[src/rtl/seg_s2p_pkg.sv]
// Shared definitions for the segmented serial-to-parallel receiver.
//   FRAME_BITS_DEF : default serial bits per frame
//   BIT_CNT_MAX    : saturation value of the bit counter
//   state_e        : frame state (IDLE/SHIFT/FULL/OVER)
//   cnt2state      : maps a bit count onto the frame state it implies
package seg_s2p_pkg;
  localparam int FRAME_BITS_DEF = 64;
  localparam int BIT_CNT_MAX    = 127;
  localparam int CNT_W          = 7;

  typedef enum logic [1:0] {
    IDLE  = 2'd0,
    SHIFT = 2'd1,
    FULL  = 2'd2,
    OVER  = 2'd3
  } state_e;

  function automatic state_e cnt2state(input logic [CNT_W-1:0] cnt, input int fb);
    if (cnt == '0)          return IDLE;
    else if (int'(cnt) < fb) return SHIFT;
    else if (int'(cnt) == fb) return FULL;
    else                    return OVER;
  endfunction
endpackage

[src/rtl/seg_s2p_rx_sync_ff.sv]
// Multi-flop synchronizer for one asynchronous single-bit input.
//   clk   : destination clock
//   rst_n : async active-low reset, clears every stage
//   d     : asynchronous input
//   q     : synchronized output (DEPTH clk cycles of latency)
module sync_ff #(
  parameter int DEPTH = 2
) (
  input  logic clk,
  input  logic rst_n,
  input  logic d,
  output logic q
);
  logic [DEPTH-1:0] r_pipe;

  always_ff @(posedge clk or negedge rst_n) begin
    if (!rst_n) begin
      r_pipe <= '0;
    end else begin
      r_pipe[0] <= d;
      for (int i = 1; i < DEPTH; i++) r_pipe[i] <= r_pipe[i-1];
    end
  end

  assign q = r_pipe[DEPTH-1];
endmodule

[src/rtl/seg_s2p_rx.sv]
// Serial-to-parallel frame receiver. Serial bits arrive MSB-first on sout,
// qualified by the transmitter clock s_clk; a rising EN ends the frame and
// the frame is accepted only if exactly FRAME_BITS bits were shifted.
//   clk        : system clock
//   rst        : async active-low reset
//   s_clk      : serial shift clock (asynchronous to clk)
//   sout       : serial data, sampled on s_clk rise
//   EN         : frame-end strobe (rising edge)
//   s_clrn     : active-low serial clear
//   P_Data     : last good frame
//   data_valid : one-clk pulse when P_Data updates
//   frame_err  : one-clk pulse when a frame ends with the wrong bit count
//   bit_cnt    : bits shifted since last frame end/clear, saturating
module seg_s2p_rx
  import seg_s2p_pkg::*;
#(
  parameter int FRAME_BITS  = FRAME_BITS_DEF,
  parameter int SYNC_STAGES = 2
) (
  input  logic                  clk,
  input  logic                  rst,
  input  logic                  s_clk,
  input  logic                  sout,
  input  logic                  EN,
  input  logic                  s_clrn,
  output logic [FRAME_BITS-1:0] P_Data,
  output logic                  data_valid,
  output logic                  frame_err,
  output logic [CNT_W-1:0]      bit_cnt
);
  logic w_sclk_s, w_sout_s, w_en_s, w_clrn_s;

  sync_ff #(.DEPTH(SYNC_STAGES)) u_sync_sclk (.clk(clk), .rst_n(rst), .d(s_clk),  .q(w_sclk_s));
  sync_ff #(.DEPTH(SYNC_STAGES)) u_sync_sout (.clk(clk), .rst_n(rst), .d(sout),   .q(w_sout_s));
  sync_ff #(.DEPTH(SYNC_STAGES)) u_sync_en   (.clk(clk), .rst_n(rst), .d(EN),     .q(w_en_s));
  sync_ff #(.DEPTH(SYNC_STAGES)) u_sync_clrn (.clk(clk), .rst_n(rst), .d(s_clrn), .q(w_clrn_s));

  // Edge detect, then register the edge pulses together with the data bit
  // and clear so all frame events act on one aligned cycle. This extra
  // stage sets the SYNC_STAGES+2 result latency.
  logic r_sclk_d, r_en_d;
  logic r_shift_p, r_en_p, r_bit, r_clrn;

  always_ff @(posedge clk or negedge rst) begin
    if (!rst) begin
      r_sclk_d  <= 1'b0;
      r_en_d    <= 1'b0;
      r_shift_p <= 1'b0;
      r_en_p    <= 1'b0;
      r_bit     <= 1'b0;
      r_clrn    <= 1'b0;
    end else begin
      r_sclk_d  <= w_sclk_s;
      r_en_d    <= w_en_s;
      r_shift_p <= w_sclk_s & ~r_sclk_d;
      r_en_p    <= w_en_s & ~r_en_d;
      r_bit     <= w_sout_s;
      r_clrn    <= w_clrn_s;
    end
  end

  state_e                r_state, w_state_nxt, w_state_eff;
  logic [FRAME_BITS-1:0] r_shreg, w_shreg_nxt, w_shreg_eff, r_pdata;
  logic [CNT_W-1:0]      r_cnt, w_cnt_nxt, w_cnt_inc, w_cnt_eff;
  logic                  r_dv, r_fe, w_load, w_err;

  // Shift is applied before the EN decision, so a coincident last bit counts.
  assign w_cnt_inc   = (r_cnt == CNT_W'(BIT_CNT_MAX)) ? r_cnt : r_cnt + 1'b1;
  assign w_cnt_eff   = r_shift_p ? w_cnt_inc : r_cnt;
  assign w_shreg_eff = r_shift_p ? {r_shreg[FRAME_BITS-2:0], r_bit} : r_shreg;
  assign w_state_eff = r_shift_p ? cnt2state(w_cnt_eff, FRAME_BITS) : r_state;

  always_comb begin
    w_state_nxt = w_state_eff;
    w_cnt_nxt   = w_cnt_eff;
    w_shreg_nxt = w_shreg_eff;
    w_load      = 1'b0;
    w_err       = 1'b0;
    if (!r_clrn) begin
      w_state_nxt = IDLE;
      w_cnt_nxt   = '0;
      w_shreg_nxt = '0;
    end else if (r_en_p) begin
      w_state_nxt = IDLE;
      w_cnt_nxt   = '0;
      w_shreg_nxt = '0;
      if (w_state_eff == FULL) w_load = 1'b1;
      else                     w_err  = 1'b1;
    end
  end

  always_ff @(posedge clk or negedge rst) begin
    if (!rst) begin
      r_state <= IDLE;
      r_cnt   <= '0;
      r_shreg <= '0;
      r_pdata <= '0;
      r_dv    <= 1'b0;
      r_fe    <= 1'b0;
    end else begin
      r_state <= w_state_nxt;
      r_cnt   <= w_cnt_nxt;
      r_shreg <= w_shreg_nxt;
      if (w_load) r_pdata <= w_shreg_eff;
      r_dv    <= w_load;
      r_fe    <= w_err;
    end
  end

  assign P_Data     = r_pdata;
  assign data_valid = r_dv;
  assign frame_err  = r_fe;
  assign bit_cnt    = r_cnt;
endmodule

[config.mk]
export PLATFORM = sky130hd
export DESIGN_NAME = seg_s2p_rx
export DESIGN_NICKNAME = d
export VERILOG_FILES = /design/src/rtl/seg_s2p_pkg.sv /design/src/rtl/seg_s2p_rx_sync_ff.sv /design/src/rtl/seg_s2p_rx.sv
export SDC_FILE = /design/constraint.sdc
export NUM_CORES = 1
export LEC_CHECK = 0
export ABC_AREA = 1
export CAP_MARGIN = 25
export CELL_PAD_IN_SITES_DETAIL_PLACEMENT = 1
export CELL_PAD_IN_SITES_GLOBAL_PLACEMENT = 1
export CORE_AREA = 2 2 125 127
export CTS_BUF_LIST = sky130_fd_sc_hd__clkbuf_4
export CTS_CLUSTER_SIZE = 20
export DETAILED_ROUTE_END_ITERATION = 8
export DIE_AREA = 0 0 127 129
export PLACE_DENSITY = 0.87
export SLEW_MARGIN = 20
export SYNTH_ARGS = -nofsm -noshare
export SYNTH_HDL_FRONTEND = slang
export SYNTH_SLANG_ARGS = --single-unit
[constraint.sdc]
create_clock -name clk -period 2.5 [get_ports clk]
set_input_delay 0.75 -clock clk [delete_from_list [all_inputs] [get_ports clk]]
set_output_delay 0.75 -clock clk [all_outputs]
set_load 0.01 [all_outputs]
---- Yosys cells after proc, flatten, opt, wreduce, memory -nomap -nowiden ----
Cells that the tools add are included.
Widths: inputs -> output; s select.
word-level totals
  bits in registers ....................... 153
cells by class
  add/subtract/negate cells ............... 1
  order comparisons ....................... 1
  equality and inequality tests ........... 3
  mux-type cells .......................... 19
  bitwise operators ....................... 4
  reduce and logical (&&, ||, !) cells .... 1
operators with widths
  cell                 count
  $mux 64              3
  $mux 7               4
  $eq 7x7->1 const B   2
  $mux 2               5
  $add 7x1->7 const B  1
  $logic_not 7->1      1
  $lt 7x7->1 const B   1
  $mux 1               7
  $and 1x1->1          2
  $eq 2x2->1 const B   1
  $not 1->1            2

---- Longest topological paths before layout ----
Gate-level depths: netlist of the first run.
  word-level depth ........................ 12
  mapped depth ............................ 16
  gate-level depth less buffers ........... 14

---- Hierarchy ----
From an unflattened synthesis of the first run, not the netlist that was laid out.
second synthesis, totals
  cells, all modules ...................... 723
  area, all modules ....................... 6503.7 um^2
modules (own cells, without submodules)
  module      instances  cells each  area an instance (um^2)  seq. area each (um^2)
  seg_s2p_rx  1          715         6303.5                   3628.5
  sync_ff     4          2           50.0                     50.0

---- Worst setup path after synthesis of the first run ----
Ideal clock, no wire load.
  path type ............................... register to register
  from .................................... register r_cnt[0], in the netlist bit_cnt[0]
  to ...................................... register r_pdata[34], in the netlist P_Data[34]
  library setup time ...................... 0.117 ns
  arrival time ............................ 1.884 ns
  data required time ...................... 2.383 ns
  path slack .............................. 0.499 ns
  cell stages (with the launch flop) ...... 17
  buffers on the path ..................... 2
  cell sequence ........................... dfrtp_1 -> ha_1 -> nand2_2 -> nor2_4 -> nand2_2 -> nand2_1 -> nand2_1 -> nand2_1 -> nand2_1 -> nor2_1 -> nand3_1 -> nand2_2 -> nand3_2 -> buf_6 -> buf_6 -> nand2_1 -> nand2_1
between the ends
  word-level cells in the longest chain between the ends .. 12
ends and longest elaborated chain
  what                                                RTL line           text
  from (decl)                                         seg_s2p_rx.sv:64   logic [CNT_W-1:0] r_cnt, w_cnt_nxt, w_cnt_inc, w_cnt_eff;
  from (signal assigned)                              seg_s2p_rx.sv:102  r_cnt <= w_cnt_nxt;
  $add 7x1->7 / $eq 7x7->1 (equally long branches)    seg_s2p_rx.sv:68   assign w_cnt_inc = (r_cnt == CNT_W'(BIT_CNT_MAX)) ? r_cnt : r_cnt + 1'b1;
  $mux 7                                              seg_s2p_rx.sv:68
  $mux 7 (*)                                          seg_s2p_rx.sv:69   assign w_cnt_eff = r_shift_p ? w_cnt_inc : r_cnt;
  branches (longest 3 deep; another with $lt 7x7->1)  n/a
  $mux 2 (*)                                          seg_s2p_pkg.sv:19  if (cnt == '0) return IDLE;
  $mux 2 (*)                                          seg_s2p_rx.sv:71   assign w_state_eff = r_shift_p ? cnt2state(w_cnt_eff, FRAME_BITS) : r_state;
  $eq 2x2->1 (*)                                      seg_s2p_rx.sv:87   if (w_state_eff == FULL) w_load = 1'b1;
  $mux 1 (*)                                          seg_s2p_rx.sv:87
  $mux 1 (*)                                          seg_s2p_rx.sv:83   end else if (r_en_p) begin
  $mux 1 (*)                                          seg_s2p_rx.sv:79   if (!r_clrn) begin
  to (signal assigned)                                seg_s2p_rx.sv:104  if (w_load) r_pdata <= w_shreg_eff;
  to (decl)                                           seg_s2p_rx.sv:63   logic [FRAME_BITS-1:0] r_shreg, w_shreg_nxt, w_shreg_eff, r_pdata;
Mark *: on every way between the ends.
A chain may end at the register's enable or synchronous reset.

---- Final worst setup path of the first run ----
  from .................................... register r_cnt[0], in the netlist bit_cnt[0]
  to ...................................... output bit_cnt[0]
RTL lines
  what       RTL line          text
  to (decl)  seg_s2p_rx.sv:29  output logic [CNT_W-1:0] bit_cnt
No word-level cell between the ends.

==> results of run 1 <==
==> cell families after synthesis <==
group,Yosys count,synth area share
buffers and inverters,132,0.0867
AOI/OAI and AO/OA,70,0.0536
and+or+nand+nor,375,0.271
adders and majority gates,1,0.00191
DFF,153,0.586
xor gates and xnor gates,1,0.00134
==> worst max-delay path by stage <==
stage	to	slack [ns]
detailed placement	P_Data[46]	0.23
finish	bit_cnt[0]	0.12
floorplan	P_Data[34]	0.50
global placement	P_Data[2]	0.40
global route	bit_cnt[0]	0.03
CTS	bit_cnt[2]	0.01
==> flip-flops by register name, indices dropped and copies added, names as in the netlist, 2 cells and up <==
name                count
u_sync_en.r_pipe        2
u_sync_sclk.r_pipe      2
bit_cnt                 7
u_sync_clrn.r_pipe      2
P_Data                 64
r_shreg                64
u_sync_sout.r_pipe      2
r_state                 2
==> Yosys cell counts <==
cell      instances  area [um^2]
buf_6             6         67.6
nor2_4            1         11.3
or2_2            65          407
nand4_1          67          419
buf_4             5         37.5
nand3_1          10         50.1
nor2_1           77          289
nand2_2           3         18.8
inv_1            81          304
nand3_2           1         10.0
clkbuf_1         30          113
buf_2             6         30.0
xnor2_1           1         8.76
ha_1              1         12.5
a21oi_1           5         25.0
dfrtp_1         153         3830
nand2_1         151          567
o21ai_0          65          325
buf_1             4         15.0
==> final cells by class <==
class / count / area (um^2)
Sequential cell: 153 / 3830
Tap cell: 188 / 235
Multi-Input combinational cell: 447 / 2150
Clock buffer: 17 / 128
Clock inverter: 15 / 178
Fill cell: 1786 / 7220
Inverter: 81 / 304
Timing Repair Buffer: 94 / 931
==> what timing repair did <==
item,4_1_cts,5_1_grt
buffers inserted,0,0
gates resized for setup,0,3
setup endpoints to repair,0,55
==> power groups by stage <==
stage,Clock (mW),Combinational (mW),Sequential [mW]
final,1.59,1.05,2.87
after global placement,0,1.02,2.90
after floorplan,0,0.407,2.98
after detailed placement,0,1.06,2.92
after CTS,1.65,1.07,2.87
after global routing,1.77,1.17,2.90
==> through the flow <==
stage          area (um^2)  cells  power (mW)
2_1_floorplan         6540    732        3.38
3_3_place_gp          7440    963        3.92
3_5_place_dp          7440    963        3.97
4_1_cts               7750    995        5.58
5_1_grt               7760    995        5.84
6_report              7760    995        5.51
==> per-layer routing <==
layer | vias up | part of all wire | global-route usage | routed length [um]
met5 | - | 0 | 0 | 0
met4 | 0 | 0.017 | 0.0827 | 268
met3 | 23 | 0.031 | 0.0366 | 479
met2 | 92 | 0.53 | 0.365 | 8230
met1 | 2635 | 0.43 | 0.254 | 6670
li1 | 2442 | - | - | -
==> results.ini, run 1 <==
[sta]
setup_slack_ns = 0.118
finalHoldViolations = 0
holdWs_ns = 0.141
fin_crit_sh = 0.953
worst_slew_pin_slew_ns = 0.727
finalMaxSlewViolations = 0
worst_clock_skew_ns = 0.0177
fmax_mhz = 420
fin_setup_tns_ns = 0
grt_setup_unrepaired = false
finalCriticalPeriod_ns = 2.38
max-slew-margin-rel = 0.514
final-setup-viol-count = 0

[worst_hold_path]
hold_path_class = in -> async

[clocking]
clockBufferDepth = 2
clock-root-buffer = clkbuf_4
cts_max_level = 4
cts_tree = done
clk_latency_ns = 0.56
clkSinkCount = 153
path_clk_slew_ns = 0.13
holdBufCountCts = 0
numCtsBuffers = 17

[synth]
synth_area_per_cell_um2 = 8.93
ys_warn_count = 0
netlist_area_um2 = 6540
syn_inst = 732
ys_ff_latch = 153
ys_seq_area_frac = 0.586
syn_nets = 739
yosysUniqueCellTypes = 19

[global_routing]
grt_overflow = 0
grt_max_degree = 66
track_usage = 0.207
grt_pass1_wl_um = 26800
antenna_found_initial = 0
grt_pass1_vias = 5495

[worst_setup_path]
critPathTopFamily = buffers and inverters
crit-reg2reg-capture = P_Data[2]
required_ns = 1.75
path_cells = buf_4 > clkdlybuf4s50_1
slowest_stage = clkdlybuf4s50_1
ff2ff_path_depth = 10
cpPeakStageDelay_ns = 0.54
startpoint = bit_cnt[0]
r2r_setup_slack_ns = 0.28
cp.depth = 2
critPathMaxFanout = 7
cp_num_buf_inv = 2
arrival_ns = 1.63
r2r_start = bit_cnt[0]
cp-start-kind = flop
cp-end-kind = output pin
critPathKind = reg -> out

[layout]
diodes = 0
area_growth_pct = 18.7
final_nets = 801
final_util = 0.518
drive_gt1_frac = 0.154
final_cell_mix = dfrtp_1 (151), nand2_1 (150), inv_1 (78), nor2_1 (77), clkdlybuf4s50_1 (77)
mostFrequentLayoutCell = dfrtp_1

[floorplan]
die_x_um = 127
rows = 45
initial_utilization = 0.437
core_um2 = 15000
io_pins = 79
die_area_um2 = 16400
dieHeight_um = 129

[detailed_routing]
drc = 0
drt_wl_total_um = 15600
viasPerCell = 5.22
drtIter0Drc = 302
dr_total_vias = 5192
firstDrtPassIters = 4
final_antenna_net_count = 0
wl_per_cell_um = 15.7

[placed_design]
portBuffers = 78
place_congestion = 0.836
hpwl_um = 10200
place_ws_ns = 0.228

[power_and_ir_drop]
power_density_nw_per_um2 = 710
p_leak_nw = 4.13
pwr-share-seq = 0.520
internal-power_mw = 3.92
power_switching_share = 0.289
clkPwrFrac = 0.289
power.switching_mw = 1.59
pwr-share-comb = 0.191
peakVddDrop_uv = 315

[run_status]
outcome = complete, no violations

[flow_run]
maxCapViolations = 0

Power figures use the tool's default switching activity.
==> run 2, diff against run 1 <==
Settings changed: HOLD_SLACK_MARGIN set to 0.15.
==> results.ini, run 2 (synthesized netlist as in run 1, its figures left out) <==
[worst_setup_path]
critPathTopFamily = buffers and inverters
critPathMaxFanout = 7  ; unchanged
required_ns = 1.75  ; about the same
slowest_stage = clkdlybuf4s50_1
path_cells = buf_4 > clkdlybuf4s50_1
cpPeakStageDelay_ns = 0.54  ; about the same
cp-end-kind = output pin
cp_num_buf_inv = 2  ; unchanged
critPathKind = reg -> out
arrival_ns = 1.64  ; about the same
cp-start-kind = flop

[layout]
drive_gt1_frac = 0.153  ; -0.000190
final_nets = 802  ; +0.12%
mostFrequentLayoutCell = dfrtp_1
area_growth_pct = 18.8
diodes = 0  ; unchanged
fill_cells = 1788  ; +0.11%
final_util = 0.519  ; +0.000668
final_cell_mix = dfrtp_1 (151), nand2_1 (150), inv_1 (78), nor2_1 (77), clkdlybuf4s50_1 (77)

[sta]
fmax_mhz = 418  ; -0.43%
grt_setup_unrepaired = false
finalHoldViolations = 0  ; unchanged
finalMaxSlewViolations = 0  ; unchanged
max-slew-margin-rel = 0.516  ; +0.00244
final-setup-viol-count = 0  ; unchanged
fin_crit_sh = 0.957  ; +0.00416
fin_setup_tns_ns = 0  ; unchanged
worst_slew_pin_slew_ns = 0.724  ; -0.00365 ns
finalCriticalPeriod_ns = 2.39  ; +0.0104 ns
worst_clock_skew_ns = 0.0185  ; +0.000860 ns

[floorplan]
io_pins = 79  ; unchanged
core_um2 = 15000  ; unchanged
dieHeight_um = 129  ; unchanged
rows = 45  ; unchanged
initial_utilization = 0.437  ; unchanged
die_area_um2 = 16400  ; unchanged
die_x_um = 127  ; unchanged

[global_routing]
grt_max_degree = 66  ; unchanged
grt_overflow = 0  ; unchanged
antenna_found_initial = 0  ; unchanged
grt_pass1_wl_um = 26800  ; unchanged
grt_pass1_vias = 5497  ; +0.036%
track_usage = 0.207  ; unchanged

[power_and_ir_drop]
p_leak_nw = 4.13  ; +0.10%
peakVddDrop_uv = 316  ; about the same
power_density_nw_per_um2 = 710  ; about the same

[placed_design]
place_congestion = 0.836  ; unchanged
portBuffers = 78  ; unchanged
hpwl_um = 10200  ; unchanged

[detailed_routing]
final_antenna_net_count = 0  ; unchanged
firstDrtPassIters = 4  ; unchanged
drt_wl_total_um = 15600  ; -0.42%
viasPerCell = 5.20  ; -0.25%
drtIter0Drc = 261  ; -14%
drc = 0  ; unchanged
dr_total_vias = 5184  ; -0.15%
wl_per_cell_um = 15.6  ; -0.52%

[clocking]
cts_tree = done
clock-root-buffer = clkbuf_4
cts_setup_buffers = 0  ; unchanged
clockBufferDepth = 2  ; unchanged
clk_latency_ns = 0.58  ; +0.02 ns
path_clk_slew_ns = 0.12  ; about the same
cts_max_level = 4  ; unchanged
clkSinkCount = 153  ; unchanged
numCtsBuffers = 17  ; unchanged

[run_status]
outcome = complete, no violations

[flow_run]
maxCapViolations = 0  ; unchanged

[worst_hold_path]
hold_path_class = reg -> reg

run 2: worst paths after layout:
check	depth (start not counted)	slack, ns	start	end
worst max-delay path	2	0.11	bit_cnt[0]	bit_cnt[0]
worst min-delay path	0	0.36	u_sync_en.r_pipe[0]	u_sync_en.r_pipe[1]
worst max register to register	10	0.28	bit_cnt[0]	P_Data[2]
worst min register to register	0	0.36	u_sync_en.r_pipe[0]	u_sync_en.r_pipe[1]
max in group asynchronous	3	1.03	rst	r_shreg[39]
min in group asynchronous	2	0.70	rst	r_shreg[59]
run 2: worst register-to-register path, stage by stage, from the launching register on:
cell and delay [ns]:
dfrtp_1 0.38, ha_1 0.20, nand2_2 0.08, nor2_4 0.13, nand2_1 0.07, nand3_1 0.07, o21ai_0 0.16, inv_2 0.13
buf_4 0.54, nand4_1 0.27, nand2_1 0.13
run 2: layout make-up:
cell class,count,area (um^2),area share
clock buffer,17,128,0.0164
multi-input combinational,447,2150,0.277
timing repair buffer,95,941,0.121
clock inverter,15,178,0.0229
sequential,153,3830,0.493
tap,188,235,0.0303
inverter,81,304,0.0391
run 2: repair_timing:
action,CTS,global route
hold buffers,1,0
gates resized for setup,0,3
endpoints found under the hold margin,54,0
setup endpoints to repair,0,55
run 2: metal layers:
layer  track usage  vias to the layer above  part of all wire
met5             0                        -                 0
met4        0.0827                        0             0.017
met3        0.0366                       23             0.032
met2         0.365                       90              0.53
met1         0.254                     2628              0.42
li1              -                     2443                 -
run 2: per-stage QoR:
step                hold slack, ns  std cells  worst slack (ns)  instance area [um^2]  power [mW]
floorplan                    0.331        732             0.499                  6540        3.38
global placement             0.335        963             0.403                  7440        3.92
detailed placement           0.337        963             0.228                  7440        3.97
CTS                          0.366        996            0.0145                  7760        5.59
global route                 0.377        996            0.0253                  7770        5.84
finish                       0.363        996             0.108                  7770        5.51
run 2: report_power, final:
group          total, mW  switching (mW)  internal (mW)
logic               1.05           0.552          0.501
registers           2.87           0.144           2.72
clock network       1.59           0.901          0.693
total               5.51            1.60           3.92
